===== src/rtl/decoder_scan.sv =====
// rtl/decoder_scan.sv - registered one-hot decoder with enable, polarity select and auto-scan
//
// Purpose: SEL_W-to-2^SEL_W registered decoder. In direct mode it decodes sel;
// in scan mode a prescaled counter walks the active output through 0..NUM_OUT-1.
// Ports:
//   clk   in   rising-edge clock
//   rst   in   synchronous reset, active-high
//   en    in   enable; low forces all outputs inactive and freezes scan state
//   mode  in   0 = direct decode of sel, 1 = auto-scan
//   sel   in   [SEL_W-1:0] direct select / scan load value
//   load  in   scan mode: load sel into the index
//   out   out  [2^SEL_W-1:0] decoded outputs, registered
//   idx   out  [SEL_W-1:0] current index, registered
//   wrap  out  one-clock pulse when the scan index wraps back to 0
module decoder_scan #(
  parameter int SEL_W      = 3,
  parameter int NUM_OUT    = 8,
  parameter int DIV        = 4,
  parameter int ACTIVE_LOW = 1
) (
  input  logic                  clk,
  input  logic                  rst,
  input  logic                  en,
  input  logic                  mode,
  input  logic [SEL_W-1:0]      sel,
  input  logic                  load,
  output logic [2**SEL_W-1:0]   out,
  output logic [SEL_W-1:0]      idx,
  output logic                  wrap
);

  localparam int NO = 2 ** SEL_W;
  localparam int PW = (DIV > 1) ? $clog2(DIV) : 1;
  localparam logic [SEL_W:0]   NUM_V = (SEL_W + 1)'(NUM_OUT);
  localparam logic [SEL_W-1:0] LAST  = SEL_W'(NUM_OUT - 1);
  localparam logic [PW-1:0]    PTERM = PW'(DIV - 1);
  localparam logic [NO-1:0]    INACT = (ACTIVE_LOW != 0) ? {NO{1'b1}} : {NO{1'b0}};

  logic [PW-1:0]    presc, presc_n;
  logic             mode_q, mode_n;
  logic [SEL_W-1:0] idx_n;
  logic             wrap_n;
  logic [NO-1:0]    out_n;

  // Indices beyond NUM_OUT decode to all-inactive.
  function automatic logic [NO-1:0] decode(input logic [SEL_W-1:0] i);
    logic [NO-1:0] v;
    v = '0;
    if ({1'b0, i} < NUM_V) v[i] = 1'b1;
    return (ACTIVE_LOW != 0) ? ~v : v;
  endfunction

  function automatic logic [SEL_W-1:0] clamp(input logic [SEL_W-1:0] i);
    return ({1'b0, i} < NUM_V) ? i : '0;
  endfunction

  always_comb begin
    idx_n   = idx;
    presc_n = presc;
    mode_n  = mode_q;
    wrap_n  = 1'b0;
    out_n   = INACT;
    if (en) begin
      if (!mode) begin
        idx_n   = sel;
        presc_n = '0;
        mode_n  = 1'b0;
      end else if (load) begin
        idx_n   = clamp(sel);
        presc_n = '0;
        mode_n  = 1'b1;
      end else if (!mode_q) begin
        // First scan edge after direct mode: restart the step period from here.
        idx_n   = clamp(idx);
        presc_n = '0;
        mode_n  = 1'b1;
      end else if (presc == PTERM) begin
        presc_n = '0;
        if (idx >= LAST) begin
          idx_n  = '0;
          wrap_n = 1'b1;
        end else begin
          idx_n = idx + SEL_W'(1);
        end
      end else begin
        presc_n = presc + PW'(1);
      end
      out_n = decode(idx_n);
    end
  end

  always_ff @(posedge clk) begin
    if (rst) begin
      idx    <= '0;
      presc  <= '0;
      mode_q <= 1'b0;
      wrap   <= 1'b0;
      out    <= INACT;
    end else begin
      idx    <= idx_n;
      presc  <= presc_n;
      mode_q <= mode_n;
      wrap   <= wrap_n;
      out    <= out_n;
    end
  end

endmodule

===== config.mk =====
export PLATFORM = sky130hd
export DESIGN_NAME = decoder_scan
export DESIGN_NICKNAME = d
export VERILOG_FILES = /design/src/rtl/decoder_scan.sv
export SDC_FILE = /design/constraint.sdc
export NUM_CORES = 1
export LEC_CHECK = 0
export CORE_MARGIN = 3
export CORE_UTILIZATION = 40
export DETAILED_ROUTE_END_ITERATION = 16
export GPL_TIMING_DRIVEN = 0
export PLACE_DENSITY = 0.69
export SLEW_MARGIN = 30
export SYNTH_ARGS = -nofsm -noshare
export SYNTH_HDL_FRONTEND = slang
export SYNTH_SLANG_ARGS = --single-unit

===== constraint.sdc =====
create_clock -name clk -period 1.98 [get_ports clk]
set_input_delay 0.198 -clock clk [delete_from_list [all_inputs] [get_ports clk]]
set_output_delay 0.198 -clock clk [all_outputs]
set_load 0.02 [all_outputs]

==> qor.csv <==
metric;value;unit
area of the multi-input gates;388;um2
global route overflow;0;
chip height;48.1;um
via/cell ratio;5.12;
launch point of the worst reg-to-reg path;idx[0];
critical path class;flop to flop;
WP data arrival;1.79;ns
fill cell count;136;
hold path start;en;
CTS Buf Count;3;
Worst Path Required;2.13;ns
routability congestion estimate;0.761;
initial core utilization;44.5;%
Total Wirelength;1.35;mm
GRT Resource Usage Total;13.5;%
DRC;0;
power density over the cells;634;mW/mm2
Tot Pwr;600;uW
Synth cell types;31;
clock buffer depth;2;
Max Slew Vio Count;0;
n_diodes;0;
status;complete, no violations;
setup ws final;0.345;ns
crit path from;idx[0];
Worst setup EP type;flop;
fin crit share;82.6;%
register area;300;um2
first-pass GRT wire length;2.17;mm
die area;0.00232;mm2
Area Overhead vs Synth;33.3;%
Max-Cap Viols;0;
I/O pin total;20;
Worst-Margin Slew;0.278;ns
CORE AREA;0.00159;mm2
Setup TNS;0;ns
final count of hold timing violations;0;
most frequent cells in the layout;18 x clkdlybuf4s50_1, 15 x dfxtp_1, 8 x nand3_1;
maximum VDD drop;0.000396;V
CTS tree;done;
Fmax;0.612;GHz
Leakage;0.000357;uW
Die Wd;48.1;um
Starting DRT DRC Count;27;
DR vias;589;
flops & latches, synth;15;
root buffer cell;clkbuf_4;
First-pass DRT Iterations;4;
Worst Skew;0.00642;ns
Final ANT Viol Nets;0;
Max transition margin;80.9;%
unrepaired setup endpoints after global routing;false;
Post-Syn Area per Cell;10.3;um2
routed len/inst;11.7;um
Port Buffer Count;18;
share of cells above drive strength 1;15.4;%
vias in the first global route;502;
# Post-CTS Setup Buffers;0;
initial antenna violation count;0;
clock transition at the registers of the reported paths;0.09;ns
Syn. warnings;0;
Syn Nets;80;
Post-Syn Instances;69;
Hold WC Path Type;primary input to flop;
Hold-fix buffers, CTS;0;
Post-CTS Resized;0;
Syn Std Cell Area;709;um2
row cnt;14;
largest net degree at the start of global routing;11;
setup slack at placement;0.276;ns
depth of the CTS H-tree;1;
sequential element share of the synthesized area;42.3;%
Final min period;1.63;ns
Worst setup SP type;flop;
Worst Path Max Fanout;7;
final setup fails;0;
commonest non-fill, non-tap cell in the layout;clkdlybuf4s50_1;
Final #Nets;103;
detailed placer's ending HPWL;1.09;mm
Clock Latency Late Sink;0.28;ns
CTS sink count;15;
[power breakdown]
| group | internal (uW) | switching (uW) |
|---|---|---|
| clock | 78.0 | 93.9 |
| sequential | 311 | 9.56 |
| combinational | 52.7 | 54.7 |
[Yosys cell counts (all sizes together)]
cell    number  share of area [%]
nand3        8                5.6
buf          3                3.0
and2         1                1.2
nor2         5                2.6
mux2         1                2.1
o31ai        1                3.0
nand2b       6                6.3
a21boi       1                1.1
o22ai        2                2.6
a21oi        4                3.4
a31oi        1               0.88
o21ai        2                1.9
nand4        2                1.8
and2b        1                1.1
nor2b        1               0.88
a31o         1                1.2
ha           3                5.3
a21o         2                2.1
nand3b       1                1.1
o21a         1                1.1
nand2        1               0.53
nor3         2                1.4
mux2i        3                6.0
dfxtp       15                 42
a311o        1                1.4
[per-stage QoR]
step | hold WS, ns | util (%) | std cells | instance area [um2]
2_1_floorplan | 0.267 | - | 69 | 709
3_3_place_gp | 0.459 | 57.7 | 111 | 920
3_5_place_dp | 0.471 | 57.7 | 111 | 920
4_1_cts | 0.252 | 59.3 | 115 | 946
5_1_grt | 0.275 | 59.3 | 115 | 946
6_report | 0.253 | 59.3 | 115 | 946
[worst paths after layout]
path / endpoint / slack, ns / cells past startpoint
worst min-delay path: presc[1] / 0.25 / 3
worst min register to register: presc[1] / 0.48 / 2
worst max register to register: out[4] / 0.35 / 6
worst max-delay path: out[4] / 0.35 / 6
[flip-flops by register name, summed over array words and instances, names as in the netlist]
name	cells
out	8
idx	3
presc	2
mode_q	1
wrap	1
[logic make-up (layout without fill, tap and decap cells)]
family,after synthesis,in the layout,synth area share (%)
mux,4,4,8.11
buf+inv,3,25,3.00
fa+ha+maj,3,3,5.29
flops,15,15,42.3
compound gates,16,16,18.7
simple gates,28,28,22.6
[final cells by class]
cell class	instances	area share, %
multi-input combinational	51	41.0
sequential	15	31.7
timing repair buffer	18	19.0
tap	24	3.17
clock buffer	4	2.78
buffer	3	2.25
[per-layer routing]
metal	wire length, um	track usage, %	vias to the layer above
li1	-	-	298
met1	644	20.3	270
met2	595	18.2	19
met3	93	2.58	2
met4	14	6.45	0
met5	0	0	-
[critical path, stage by stage, from the launching register on]
cell	delay (ns)
dfxtp_1	0.38
ha_1	0.23
ha_1	0.19
a31oi_1	0.20
a311o_1	0.23
o21a_1	0.20
nand3_1	0.09
Note: power is estimated with default switching activity, not from simulation.
